--- src/rtl/irq_arbiter_if.sv ---
// Interrupt arbiter <-> processor/source bundle: request lines, mask, handshake and status.
// The slave modport is the arbiter side; the master modport is the environment side.
interface irq_arbiter_if #(
    parameter int N_SRC = 4
);
    localparam int ID_W = (N_SRC > 1) ? $clog2(N_SRC) : 1;

    logic [N_SRC-1:0] irq_in;
    logic [N_SRC-1:0] irq_mask;
    logic             ack;
    logic             eoi;
    logic             int_flag;
    logic [ID_W-1:0]  int_id;
    logic [N_SRC-1:0] pending;
    logic             in_service;
    logic             timeout_err;

    modport slave (
        input  irq_in, irq_mask, ack, eoi,
        output int_flag, int_id, pending, in_service, timeout_err
    );

    modport master (
        output irq_in, irq_mask, ack, eoi,
        input  int_flag, int_id, pending, in_service, timeout_err
    );
endinterface

--- src/rtl/irq_arbiter.sv ---
// Edge-detecting interrupt arbiter: latches events, dispatches the lowest-index unmasked one.
// Latency: event edge -> pending 1 edge, -> int_flag 2 edges; one interrupt in flight, ack timeout recovers.
// Backpressure: new events while busy are held in pending until the block returns to IDLE.
module irq_arbiter #(
    parameter int N_SRC       = 4,
    parameter int ACK_TIMEOUT = 16
) (
    input  logic          clk,
    input  logic          reset,
    irq_arbiter_if.slave  bus
);
    localparam int ID_W  = (N_SRC > 1) ? $clog2(N_SRC) : 1;
    localparam int CNT_W = (ACK_TIMEOUT > 1) ? $clog2(ACK_TIMEOUT) : 1;
    localparam logic [CNT_W-1:0] CNT_LAST = CNT_W'(ACK_TIMEOUT - 1);

    localparam logic [1:0] S_IDLE    = 2'd0;
    localparam logic [1:0] S_REQ     = 2'd1;
    localparam logic [1:0] S_SERVICE = 2'd2;

    logic [1:0]       state;
    logic [CNT_W-1:0] cnt;
    logic [N_SRC-1:0] irq_prev;
    logic             armed;
    logic [N_SRC-1:0] pending_q;
    logic             int_flag_q;
    logic [ID_W-1:0]  int_id_q;
    logic             in_service_q;
    logic             timeout_err_q;

    logic [N_SRC-1:0] rise;
    logic [N_SRC-1:0] cand;
    logic             cand_vld;
    logic [ID_W-1:0]  cand_id;
    logic             ack_take;
    logic             timed_out;
    logic [N_SRC-1:0] ack_clr;
    logic [N_SRC-1:0] pending_nxt;

    // irq_prev is unknown-meaningful right after reset; the first edge only
    // captures the level so a line held high through reset is not an event.
    assign rise = armed ? (bus.irq_in & ~irq_prev) : '0;
    assign cand = pending_q & bus.irq_mask;

    always_comb begin
        cand_vld = |cand;
        cand_id  = '0;
        for (int i = N_SRC - 1; i >= 0; i--) begin
            if (cand[i]) cand_id = ID_W'(i);
        end
    end

    assign ack_take  = (state == S_REQ) && bus.ack;
    assign timed_out = (state == S_REQ) && !bus.ack && (cnt == CNT_LAST);
    assign ack_clr   = ack_take ? (N_SRC'(1) << int_id_q) : '0;
    // A new edge on the bit being acknowledged must survive the clear.
    assign pending_nxt = (pending_q & ~ack_clr) | rise;

    always_ff @(posedge clk or negedge reset) begin
        if (!reset) begin
            irq_prev  <= '0;
            armed     <= 1'b0;
            pending_q <= '0;
        end else begin
            irq_prev  <= bus.irq_in;
            armed     <= 1'b1;
            pending_q <= pending_nxt;
        end
    end

    always_ff @(posedge clk or negedge reset) begin
        if (!reset) begin
            state         <= S_IDLE;
            cnt           <= '0;
            int_flag_q    <= 1'b0;
            int_id_q      <= '0;
            in_service_q  <= 1'b0;
            timeout_err_q <= 1'b0;
        end else begin
            case (state)
                S_IDLE: begin
                    if (cand_vld) begin
                        state      <= S_REQ;
                        int_id_q   <= cand_id;
                        int_flag_q <= 1'b1;
                        cnt        <= '0;
                    end
                end
                S_REQ: begin
                    if (ack_take) begin
                        state        <= S_SERVICE;
                        int_flag_q   <= 1'b0;
                        in_service_q <= 1'b1;
                    end else if (timed_out) begin
                        // Abandon the request; the source stays pending and retries.
                        state         <= S_IDLE;
                        int_flag_q    <= 1'b0;
                        timeout_err_q <= 1'b1;
                    end else begin
                        cnt <= cnt + 1'b1;
                    end
                end
                S_SERVICE: begin
                    if (bus.eoi) begin
                        state        <= S_IDLE;
                        in_service_q <= 1'b0;
                    end
                end
                default: begin
                    state      <= S_IDLE;
                    int_flag_q <= 1'b0;
                end
            endcase
        end
    end

    assign bus.int_flag    = int_flag_q;
    assign bus.int_id      = int_id_q;
    assign bus.pending     = pending_q;
    assign bus.in_service  = in_service_q;
    assign bus.timeout_err = timeout_err_q;
endmodule

--- src/flat_wrapper.sv ---
// flat-port wrapper written by rule: the top's interface ports become plain ports
module irq_arbiter_flat 
#(
    parameter int N_SRC       = 4,
    parameter int ACK_TIMEOUT = 16
)
  (clk, reset, bus_irq_in, bus_irq_mask, bus_ack, bus_eoi, bus_int_flag, bus_int_id, bus_pending, bus_in_service, bus_timeout_err);
  irq_arbiter_if #(.N_SRC(N_SRC)) bus_i ();
  input  logic clk;
  input  logic reset;
  input wire logic [$bits(bus_i.irq_in)-1:0] bus_irq_in;
  input wire logic [$bits(bus_i.irq_mask)-1:0] bus_irq_mask;
  input wire logic [$bits(bus_i.ack)-1:0] bus_ack;
  input wire logic [$bits(bus_i.eoi)-1:0] bus_eoi;
  output wire logic [$bits(bus_i.int_flag)-1:0] bus_int_flag;
  output wire logic [$bits(bus_i.int_id)-1:0] bus_int_id;
  output wire logic [$bits(bus_i.pending)-1:0] bus_pending;
  output wire logic [$bits(bus_i.in_service)-1:0] bus_in_service;
  output wire logic [$bits(bus_i.timeout_err)-1:0] bus_timeout_err;
  assign bus_i.irq_in = bus_irq_in;
  assign bus_i.irq_mask = bus_irq_mask;
  assign bus_i.ack = bus_ack;
  assign bus_i.eoi = bus_eoi;
  assign bus_int_flag = bus_i.int_flag;
  assign bus_int_id = bus_i.int_id;
  assign bus_pending = bus_i.pending;
  assign bus_in_service = bus_i.in_service;
  assign bus_timeout_err = bus_i.timeout_err;
  irq_arbiter #(.N_SRC(N_SRC), .ACK_TIMEOUT(ACK_TIMEOUT)) u_core (.clk(clk), .reset(reset), .bus(bus_i));
endmodule
--- config.mk ---
export PLATFORM = sky130hd
export DESIGN_NAME = irq_arbiter_flat
export DESIGN_NICKNAME = d
export VERILOG_FILES = /design/src/rtl/irq_arbiter_if.sv /design/src/rtl/irq_arbiter.sv /design/src/flat_wrapper.sv
export SDC_FILE = /design/constraint.sdc
export NUM_CORES = 1
export LEC_CHECK = 0
export BUFFER_PORTS_ARGS = -buffer_cell sky130_fd_sc_hd__buf_2
export CAP_MARGIN = 20
export CORE_UTILIZATION = 27
export CTS_BUF_LIST = sky130_fd_sc_hd__clkbuf_8 sky130_fd_sc_hd__clkbuf_16
export CTS_CLUSTER_SIZE = 12
export DETAILED_ROUTE_END_ITERATION = 10
export GPL_TIMING_DRIVEN = 1
export PLACE_DENSITY = 0.49
export SLEW_MARGIN = 40
export SYNTH_ARGS = -nofsm -noshare
export SYNTH_HDL_FRONTEND = slang
export SYNTH_SLANG_ARGS = --single-unit
--- constraint.sdc ---
create_clock -name clk -period 3.8 [get_ports clk]
set_input_delay 0 -clock clk [delete_from_list [all_inputs] [get_ports clk]]
set_output_delay 0 -clock clk [all_outputs]
set_load 0.05 [all_outputs]
==> key figures <==
Outcome
  – Status: completed

Routing
  – Drt wl/cell: 12.40 µm
  – Drt drc: 0
  – Drt total wl: 1872 µm
  – Vias per cell: 4.556
  – Detail Route Antenna Nets: 0
  – DR iter-0 viols: 19
  – Via Count: 688
  – First-pass DRT Iterations: 4

STA
  – Final setup skew: 0.004307 ns
  – TNS Setup: 0 ns
  – Fmax: 686.1 MHz
  – RSZ-0062 raised after global routing: false
  – Final hold violations: 0
  – Hold Worst Slack: 0.07494 ns
  – Minimum clock period: 1.458 ns
  – Final setup viols: 0
  – Final Max Tran Viols: 0
  – Final period util: 38.36%

Critical path
  – CP Max Fanout: 5
  – CP Capture Type: flop
  – CP Launch Type: flop
  – Worst Setup SP: u_core.state[1]
  – Worst Setup Path Type: flop to flop
  – Worst r2r src: u_core.state[1]
  – CP arrival: 1.60 ns
  – Data required, critical path: 3.94 ns

Die
  – Die Y: 59.24 µm
  – Initial core utilization: 28.74%
  – Area of the die: 3509 µm²
  – Rows: 20
  – Die X: 59.24 µm
  – Ports: 21
  – Placeable Area: 3078 µm²

Yosys
  – Synth Cell Area: 884.6 µm²
  – Avg Inst Size Synth: 11.20 µm²
  – Syn Nets: 92
  – Register area share after synthesis: 56.58%
  – Post-Syn Instances: 79
  – Yosys reg bits: 20
  – Yosys Warn Count: 0
  – Synth cell types: 28

Power and ir drop
  – Design Power: 893.0 µW
  – P_int: 483.0 µW
  – Sw Ratio: 45.91%
  – NetSw: 409.9 µW
  – Logic pwr share: 45.0%
  – Power Density: 786.0 nW/µm²
  – Clock Power Share: 15.4%
  – VDD IR max: 0.2881 mV
  – Register share of total power: 39.6%
  – Leak: 0.0004910 µW

Finish
  – Final instance area: 1136 µm²
  – ANT cells: 0
  – Final #Nets: 122
  – Fraction of layout cells with a size suffix above 1: 27.10%
  – Area Overhead vs Synth: 28.43%

Global routing
  – Number of global-route vias before repair: 687
  – Total track usage: 12.92%
  – GRT Residual Overflow: 0
  – Antenna violations before repair: 0
  – First-pass GRT wire length: 3263 µm
  – Pin count of the biggest net entering global routing: 21

Min path
  – Hold crit path type: primary input to flop
  – Hold Startpoint: bus_ack

Place
  – Placed Area: 1035 µm²
  – Port Buffer Count: 20
  – GPL Wtd Cong: 0.7538
  – Dpl hpwl: 1328 µm

Clocking
  – CTS Root Buffer Type: clkbuf_8
  – CTS clock-pin slew for the worst setup and hold paths: 0.07 ns
  – CTS sink count: 20
  – Resized cells post-CTS: 0
  – Post-CTS Setup Bufs: 0
  – Clock latency on the worst-skew pair: 0.25 ns
  – Num CTS Buffers: 3
  – CTS Hold Bufs: 6
  – CTS tree: yes
  – Max Root-Sink Buffers: 2
  – H-Tree Depth: 1

Job
  – Max-cap violations: 0
Yosys cell counts:
library cell	count	area [µm²]
nor2_1	2	7.510
nand3_1	3	15.01
mux2i_4	1	22.52
nand3b_1	2	15.01
or2_4	1	8.760
a22o_1	2	17.52
inv_1	7	26.28
o21a_1	1	7.510
a32oi_1	1	8.760
clkbuf_2	1	5.000
nor4_1	1	6.260
nand2_1	10	37.54
o22ai_2	1	12.51
a31oi_1	1	6.260
a311o_1	1	10.01
nor3_1	1	5.000
dfrtp_1	20	500.5
and3b_1	1	8.760
o31ai_1	3	22.52
conb_1	1	3.750
a21oi_1	7	35.03
mux2_2	1	11.26
nand2b_2	1	8.760
o21ai_0	5	25.02
a311oi_4	1	26.28
a32o_1	1	10.01
o41ai_1	1	8.760
ha_1	1	12.51
cell usage in the layout, fill, tap and decap left out, types with 2 or more instances in the layout:
cell type and instances:
a22o_1 2, clkbuf_8 3, nand3b_1 2, buf_2 20, a21oi_1 7, dfrtp_1 20, nand3_1 3, nand2_1 10
o31ai_1 3, o21ai_0 5, inv_1 7, dlygate4sd3_1 6, nor2_1 2
per-stage QoR:
step / utilization [%] / std cells / setup slack (ns)
2_1_floorplan: - / 79 / 2.251
3_3_place_gp: 33.62 / 142 / 2.371
3_5_place_dp: 33.62 / 142 / 2.369
4_1_cts: 36.91 / 151 / 2.348
5_1_grt: 36.91 / 151 / 2.297
6_report: 36.91 / 151 / 2.342
cell type report:
class / count / area (µm²)
timing repair buffer: 26 / 160.2
fill: 328 / 1942
multi-input combinational: 51 / 352.8
inverter: 7 / 26.28
sequential: 20 / 500.5
tap: 44 / 55.05
clock buffer: 3 / 41.29
cells by family after synthesis:
family | count (synthesis) | synth area share [%]
AOI/OAI and AO/OA | 25 | 21.50
adders and majority gates | 1 | 1.414
buffers and inverters | 8 | 3.536
DFF | 20 | 56.58
muxes | 2 | 3.819
other | 1 | 0.4239
and+or+nand+nor | 22 | 12.73
routing by layer:
layer	vias up	global-route usage [%]	part of all wire [%]
met5	-	0	0
met4	0	7.143	0.91
met3	2	2.620	2.4
met2	8	19.90	48
met1	336	16.92	49
li1	342	-	-
worst paths after layout:
| check | end | slack (ns) | cells after the start |
|---|---|---|---|
| setup / recovery | u_core.cnt[2] | 2.34 | 4 |
| hold / removal | u_core.bus.timeout_err | 0.07 | 2 |
| setup reg to reg | u_core.cnt[2] | 2.34 | 4 |
| hold reg to reg | u_core.bus.pending[2] | 0.45 | 1 |
| max in group asynchronous | u_core.irq_prev[0] | 3.26 | 2 |
| min in group asynchronous | u_core.bus.int_id[1] | 0.24 | 2 |
critical path, stage by stage, from the launching register on:
cell,delay [ns]
dfrtp_1,0.42
nand2b_2,0.26
a311oi_4,0.38
or2_4,0.22
o22ai_2,0.07
registers in the layout (all words and copies together) (netlist names):
signal	count
u_core.bus.int_flag	1
u_core.irq_prev	4
u_core.cnt	4
u_core.armed	1
u_core.bus.timeout_err	1
u_core.state	2
u_core.bus.in_service	1
u_core.bus.pending	4
u_core.bus.int_id	2
power by group through the flow:
stage / registers (µW) / logic (µW) / clock network (µW)
floorplan: 480 / 178 / 0
global placement: 356 / 401 / 0
detailed placement: 357 / 398 / 0
CTS: 353 / 406 / 145
global route: 363 / 435 / 154
finish: 354 / 402 / 138
No activity file was read; power rests on OpenSTA's default activity.
